$ cat src/rtl/motoro_uart_pkg.sv
// Shared definitions for the motor-controller UART command receiver:
// command byte codes, receiver FSM states and pulse-output selection.
package motoro_uart_pkg;

   localparam logic [7:0] CMD_START = 8'h53;
   localparam logic [7:0] CMD_STOP  = 8'h58;
   localparam logic [7:0] CMD_INV   = 8'h52;
   localparam logic [7:0] CMD_FINC  = 8'h2B;
   localparam logic [7:0] CMD_FDEC  = 8'h2D;
   localparam logic [7:0] CMD_PINC  = 8'h50;
   localparam logic [7:0] CMD_PDEC  = 8'h70;

   typedef enum logic [1:0] {
      RX_IDLE,
      RX_START,
      RX_DATA,
      RX_STOP
   } rxState_t;

   typedef enum logic [2:0] {
      PULSE_NONE,
      PULSE_FINC,
      PULSE_FDEC,
      PULSE_PINC,
      PULSE_PDEC
   } pulseSel_t;

   function automatic pulseSel_t pulseOf(input logic [7:0] b);
      pulseSel_t sel;
      case (b)
         CMD_FINC: sel = PULSE_FINC;
         CMD_FDEC: sel = PULSE_FDEC;
         CMD_PINC: sel = PULSE_PINC;
         CMD_PDEC: sel = PULSE_PDEC;
         default:  sel = PULSE_NONE;
      endcase
      return sel;
   endfunction

endpackage

$ cat src/rtl/motoro_uart_rx_byte.sv
// 8N1 byte deserialiser: RX synchroniser, bit-timing FSM and
// registered data/valid/frame-error strobes.
module motoro_uart_rx_byte
   import motoro_uart_pkg::*;
#(
   parameter int CLKS_PER_BIT = 434
)(
   input  logic       clk50mhzI,
   input  logic       resetI,
   input  logic       uRxI,
   output logic [7:0] rxDataO,
   output logic       rxValidO,
   output logic       frameErrO
);

   localparam int CW = (CLKS_PER_BIT > 1) ? $clog2(CLKS_PER_BIT) : 1;
   localparam logic [CW-1:0] BIT_LAST  = CW'(CLKS_PER_BIT - 1);
   localparam logic [CW-1:0] HALF_LAST = CW'(CLKS_PER_BIT / 2 - 1);

   logic          rxMeta;
   logic          rxS;
   rxState_t      state;
   rxState_t      stateNext;
   logic [CW-1:0] cnt;
   logic [CW-1:0] cntNext;
   logic [2:0]    bitIdx;
   logic [2:0]    bitIdxNext;
   logic [7:0]    shiftReg;
   logic [7:0]    shiftNext;
   logic [7:0]    dataNext;
   logic          validNext;
   logic          ferrNext;

   // Synchroniser idles high so reset never looks like a start bit
   always_ff @(posedge clk50mhzI) begin
      if (resetI) begin
         rxMeta <= 1'b1;
         rxS    <= 1'b1;
      end else begin
         rxMeta <= uRxI;
         rxS    <= rxMeta;
      end
   end

   always_ff @(posedge clk50mhzI) begin
      if (resetI) begin
         state <= RX_IDLE;
      end else begin
         state <= stateNext;
      end
   end

   always_ff @(posedge clk50mhzI) begin
      if (resetI) begin
         cnt       <= '0;
         bitIdx    <= '0;
         shiftReg  <= '0;
         rxDataO   <= '0;
         rxValidO  <= 1'b0;
         frameErrO <= 1'b0;
      end else begin
         cnt       <= cntNext;
         bitIdx    <= bitIdxNext;
         shiftReg  <= shiftNext;
         rxDataO   <= dataNext;
         rxValidO  <= validNext;
         frameErrO <= ferrNext;
      end
   end

   always_comb begin
      stateNext  = state;
      cntNext    = cnt;
      bitIdxNext = bitIdx;
      shiftNext  = shiftReg;
      dataNext   = rxDataO;
      validNext  = 1'b0;
      ferrNext   = 1'b0;
      unique case (state)
         RX_IDLE: begin
            if (!rxS) begin
               stateNext  = RX_START;
               cntNext    = '0;
               bitIdxNext = '0;
            end
         end
         RX_START: begin
            if (cnt == HALF_LAST) begin
               cntNext   = '0;
               stateNext = rxS ? RX_IDLE : RX_DATA;
            end else begin
               cntNext = cnt + 1'b1;
            end
         end
         RX_DATA: begin
            if (cnt == BIT_LAST) begin
               cntNext    = '0;
               shiftNext  = {rxS, shiftReg[7:1]};
               bitIdxNext = bitIdx + 3'd1;
               if (bitIdx == 3'd7) begin
                  stateNext = RX_STOP;
               end
            end else begin
               cntNext = cnt + 1'b1;
            end
         end
         RX_STOP: begin
            if (cnt == BIT_LAST) begin
               cntNext   = '0;
               stateNext = RX_IDLE;
               if (rxS) begin
                  dataNext  = shiftReg;
                  validNext = 1'b1;
               end else begin
                  ferrNext = 1'b1;
               end
            end else begin
               cntNext = cnt + 1'b1;
            end
         end
         default: begin
            stateNext = RX_IDLE;
            cntNext   = '0;
         end
      endcase
   end

endmodule

$ cat src/rtl/motoro_uart_cmd_rx.sv
// UART command receiver: decodes host bytes into motor-control levels
// and button-equivalent INC/DEC pulses.
module motoro_uart_cmd_rx
   import motoro_uart_pkg::*;
#(
   parameter int CLKS_PER_BIT = 434,
   parameter int PULSE_CLKS   = 1000
)(
   input  logic       clk50mhzI,
   input  logic       resetI,
   input  logic       uRxI,
   output logic [7:0] rxDataO,
   output logic       rxValidO,
   output logic       frameErrO,
   output logic       cmdErrO,
   output logic       m3startO,
   output logic       m3forceStopO,
   output logic       m3invRotateO,
   output logic       m3freqINCo,
   output logic       m3freqDECo,
   output logic       m3powerINCo,
   output logic       m3powerDECo
);

   localparam int PW = $clog2(PULSE_CLKS + 1);
   localparam logic [PW-1:0] PULSE_LOAD = PW'(PULSE_CLKS);
   localparam logic [PW-1:0] PULSE_ONE  = PW'(1);

   pulseSel_t     cmdPulse;
   logic          cmdKnown;
   pulseSel_t     pulseSel;
   logic [PW-1:0] pulseCnt;

   motoro_uart_rx_byte #(
      .CLKS_PER_BIT(CLKS_PER_BIT)
   ) uRxByte (
      .clk50mhzI(clk50mhzI),
      .resetI   (resetI),
      .uRxI     (uRxI),
      .rxDataO  (rxDataO),
      .rxValidO (rxValidO),
      .frameErrO(frameErrO)
   );

   always_comb begin
      cmdPulse = pulseOf(rxDataO);
      cmdKnown = (cmdPulse != PULSE_NONE)
              || (rxDataO == CMD_START)
              || (rxDataO == CMD_STOP)
              || (rxDataO == CMD_INV);
   end

   always_ff @(posedge clk50mhzI) begin
      if (resetI) begin
         cmdErrO      <= 1'b0;
         m3startO     <= 1'b0;
         m3forceStopO <= 1'b0;
         m3invRotateO <= 1'b0;
      end else begin
         cmdErrO <= rxValidO && !cmdKnown;
         if (rxValidO) begin
            case (rxDataO)
               CMD_START: begin
                  m3startO     <= 1'b1;
                  m3forceStopO <= 1'b0;
               end
               CMD_STOP: begin
                  m3startO     <= 1'b0;
                  m3forceStopO <= 1'b1;
               end
               CMD_INV: m3invRotateO <= ~m3invRotateO;
               default: ;
            endcase
         end
      end
   end

   // One shared down-counter; a new or repeated command reloads it
   always_ff @(posedge clk50mhzI) begin
      if (resetI) begin
         pulseSel <= PULSE_NONE;
         pulseCnt <= '0;
      end else if (rxValidO && cmdPulse != PULSE_NONE) begin
         pulseSel <= cmdPulse;
         pulseCnt <= PULSE_LOAD;
      end else if (pulseCnt != '0) begin
         pulseCnt <= pulseCnt - PULSE_ONE;
         if (pulseCnt == PULSE_ONE) begin
            pulseSel <= PULSE_NONE;
         end
      end
   end

   assign m3freqINCo  = (pulseSel == PULSE_FINC);
   assign m3freqDECo  = (pulseSel == PULSE_FDEC);
   assign m3powerINCo = (pulseSel == PULSE_PINC);
   assign m3powerDECo = (pulseSel == PULSE_PDEC);

endmodule

$ cat config.mk
export PLATFORM = sky130hd
export DESIGN_NAME = motoro_uart_cmd_rx
export DESIGN_NICKNAME = d
export VERILOG_FILES = /design/src/rtl/motoro_uart_pkg.sv /design/src/rtl/motoro_uart_rx_byte.sv /design/src/rtl/motoro_uart_cmd_rx.sv
export SDC_FILE = /design/constraint.sdc
export NUM_CORES = 1
export LEC_CHECK = 0
export ABC_AREA = 1
export CAP_MARGIN = 20
export CORE_MARGIN = 2
export CORE_UTILIZATION = 50
export DETAILED_ROUTE_END_ITERATION = 7
export GPL_TIMING_DRIVEN = 0
export PLACE_DENSITY = 0.7
export SLEW_MARGIN = 20
export SYNTH_ARGS = -nofsm -noshare
export SYNTH_HDL_FRONTEND = slang
export SYNTH_SLANG_ARGS = --single-unit
$ cat constraint.sdc
create_clock -name clk50mhzI -period 2.1 [get_ports clk50mhzI]
set_clock_uncertainty 0.15 [all_clocks]
set_input_delay 0.525 -clock clk50mhzI [delete_from_list [all_inputs] [get_ports clk50mhzI]]
set_output_delay 0.525 -clock clk50mhzI [all_outputs]
set_load 0.01 [all_outputs]
==> flow_summary.json <==
{
  "cts.sinks": 51,
  "min_path_cells": 1,
  "fin_nets": 382,
  "path_max_fanout": 7,
  "startpoint_type": "flip-flop",
  "finalMaxSlewViolations": 0,
  "die-area_sq_um": 5500,
  "area_growth_pct": 16.3,
  "path_buf_inv": 1,
  "finalPower_mw": 2.60,
  "diodes": 0,
  "wirelength_mm": 4.93,
  "post-route-util_pct": 60.7,
  "rows": 25,
  "worst_pin_slew_ns": 0.586,
  "min_from": "uRxByte.rxMeta",
  "crit_family": "buffers and inverters",
  "clock_path_buffers": 2,
  "antenna_found_initial": 0,
  "start_util_pct": 52.2,
  "p_per_area_nw_per_um2": 907,
  "dpl.hpwl_mm": 3.69,
  "synth.avg_cell_area_sq_um": 7.14,
  "worst_setup_path_end_kind": "output port",
  "multi_input_area_sq_um": 1210,
  "cts_hold_buf": 0,
  "drc": 0,
  "r2r_start": "uRxByte.cnt[0]",
  "cts_setup_buffers": 0,
  "place_congestion": 0.887,
  "cts-root-buf": "clkbuf_8",
  "yosysUniqueCellTypes": 35,
  "max_freq_mhz": 498,
  "grt_pass1_vias": 1946,
  "max_stage_delay_ns": 0.58,
  "drt-initial-drc-count": 84,
  "drive_gt1_share_pct": 9.12,
  "worstPathRequired_ns": 1.42,
  "synth.area.top_cells": "dfxtp_1 41%, nand2_1 10%, inv_1 7.5%, a21oi_1 7.3%, nor2_1 5.8%",
  "r2r-end": "uRxByte.shiftReg[6]",
  "synth-seq-cells": 51,
  "hold_violations": 0,
  "vias": 2188,
  "detail_route.wl_per_cell_um": 11.2,
  "rr_worst_depth": 9,
  "outcome": "complete, no violations",
  "n_fill_cell": 443,
  "placed_cells": 432,
  "cp_cell_sequence": "clkdlybuf4s50_1",
  "core_area_sq_um": 4720,
  "first_pass_iters": 4,
  "yosysWarnings": 0,
  "die_h_um": 74.2,
  "finalSetupViolations": 0,
  "vias_per_cell": 4.97,
  "ir_worst_vdd_uv": 682,
  "fp.dieW_um": 74.2,
  "syn-num-nets": 355,
  "final-instance-count-excl-fill": 440,
  "synth_area_sq_um": 2460,
  "leakage_nw": 1.18,
  "worstPathArrival_ns": 1.33,
  "path_class": "reg2out",
  "post-route-period-util_pct": 95.6,
  "drv_cap": 0,
  "critical-path-slowest-cell": "clkdlybuf4s50_1",
  "seq_area_frac_synth_pct": 41.4,
  "htree_levels": 2,
  "timing.slew.headroom_pct": 60.6,
  "fin_crit_ns": 2.01,
  "synth.top_cell.area_share_pct": 41.4,
  "grt_pass1_wl_mm": 8.41,
  "min_to": "uRxByte.rxS",
  "yosysTopAreaCell": "dfxtp_1",
  "ff2ff_setup_slack_ns": 0.35,
  "grt_overflow": 0,
  "port_buffers": 20,
  "regArea_sq_um": 1020,
  "netlist_instances": 345,
  "clkLatencyLatePin_ns": 0.30,
  "ant_nets": 0,
  "hold_path.class": "reg2reg",
  "cts_made_buffers": 5,
  "cts_resized": 2,
  "clkTransAtPathRegs_ns": 0.09,
  "rsz0062_at_grt": "false",
  "io_pins": 21,
  "grtUsageTotal_pct": 19.4,
  "cts_tree": "done",
  "grt_max_degree": 17
}
[synth_stat cells]
cell and number:
nand2_2 7, o21ai_2 1, buf_6 1, ha_1 7
buf_4 1, o22ai_2 1, a31oi_1 1, or2_2 5
nor3_1 9, nand2_1 66, clkbuf_2 1, nor4_1 1
nand3_1 20, clkbuf_1 4, a31o_2 1, and2_1 1
a21oi_1 36, nand4_1 5, nand3b_1 1, dfxtp_1 51
xor2_1 1, o21ai_0 18, inv_1 49, nor3_4 1
o21a_1 1, o211ai_1 1, and3_1 1, a211oi_1 6
xnor2_1 2, a211oi_2 2, nor2_2 2, nor2_1 38
o21ai_1 1, buf_2 1, nor3b_1 1
[power by group]
group	internal [mW]	switching (mW)	leakage, nW	total [mW]
clock network	0.355	0.326	0.0581	0.682
registers	1.07	0.0822	0.414	1.15
logic	0.305	0.463	0.712	0.768
[kinds of logic after synthesis]
logic type | after synthesis | synth area share (%)
and+or+nand+nor | 158 | 28.6
AOI/OAI and AO/OA | 69 | 16.1
buffers and inverters | 57 | 9.24
DFF | 51 | 41.4
adders and majority gates | 7 | 3.55
xor gates and xnor gates | 3 | 1.07
[final cells by class]
type	count	share of cell area, %
Multi-Input combinational cell	237	42.4
Sequential cell	51	35.7
Timing Repair Buffer	20	7.07
Inverter	49	6.42
Tap cell	67	2.93
Clock buffer	5	2.40
Buffer	8	1.57
Clock inverter	3	1.53
[sequential cells by signal, indices dropped and copies added (netlist names), 3 cells and up, named ones only]
| signal | count |
|---|---|
| pulseCnt | 10 |
| pulseSel | 3 |
| uRxByte.bitIdx | 3 |
| uRxByte.cnt | 9 |
| uRxByte.rxDataO | 8 |
| uRxByte.shiftReg | 8 |
[through the flow]
step / setup TNS, ns / area (sq um) / hold WS [ns] / setup WS (ns)
floorplan: 0 / 2460 / 0.239 / 0.538
global placement: -2.64 / 2750 / 0.241 / -0.216
detailed placement: -3.01 / 2750 / 0.244 / -0.252
CTS: 0 / 2860 / 0.267 / 0.00975
global route: 0 / 2870 / 0.276 / 0.0325
finish: 0 / 2870 / 0.266 / 0.0924
[metal layers]
metal | vias up | wire length [um] | global-route usage, %
li1 | 1172 | - | -
met1 | 981 | 2440 | 25.7
met2 | 29 | 2240 | 31.2
met3 | 6 | 183 | 5.01
met4 | 0 | 64 | 6.06
met5 | - | 0 | 0
[worst reg2reg max path: stages, from the launching register on]
cell and delay (ns):
dfxtp_1 0.42, ha_1 0.18, nand2_1 0.05, nor2_1 0.12
nand2_2 0.10, inv_1 0.11, nand2_2 0.12, buf_4 0.19
o21ai_0 0.14, a21oi_1 0.06
[cells in the final DEF, fill, tap and decap left out, types with 3 or more instances in the layout]
master           netlist  final
nand4_1                5      5
clkbuf_8               0      5
clkbuf_1               4      3
nor3_1                 9      9
or2_2                  5      5
nand3_1               20     20
nand2_2                7      7
a211oi_1               6      6
clkdlybuf4s50_1        0     16
dfxtp_1               51     50
nor2_1                38     38
a21oi_1               36     36
nand2_1               66     66
inv_1                 49     49
ha_1                   7      7
o21ai_0               18     18
[how the worst max path moves through the flow]
stage          slack [ns]                   to  cells after the start               start
3_5_place_dp        -0.25    uRxByte.bitIdx[1]                      4              resetI
2_1_floorplan        0.54  uRxByte.shiftReg[5]                      9      uRxByte.cnt[0]
5_1_grt              0.03           rxDataO[0]                      1  uRxByte.rxDataO[0]
3_3_place_gp        -0.22       uRxByte.cnt[1]                      4              resetI
6_report             0.09           rxDataO[0]                      1  uRxByte.rxDataO[0]
4_1_cts              0.01           m3freqDECo                      3         pulseSel[1]
Note: power is estimated with default switching activity, not from simulation.
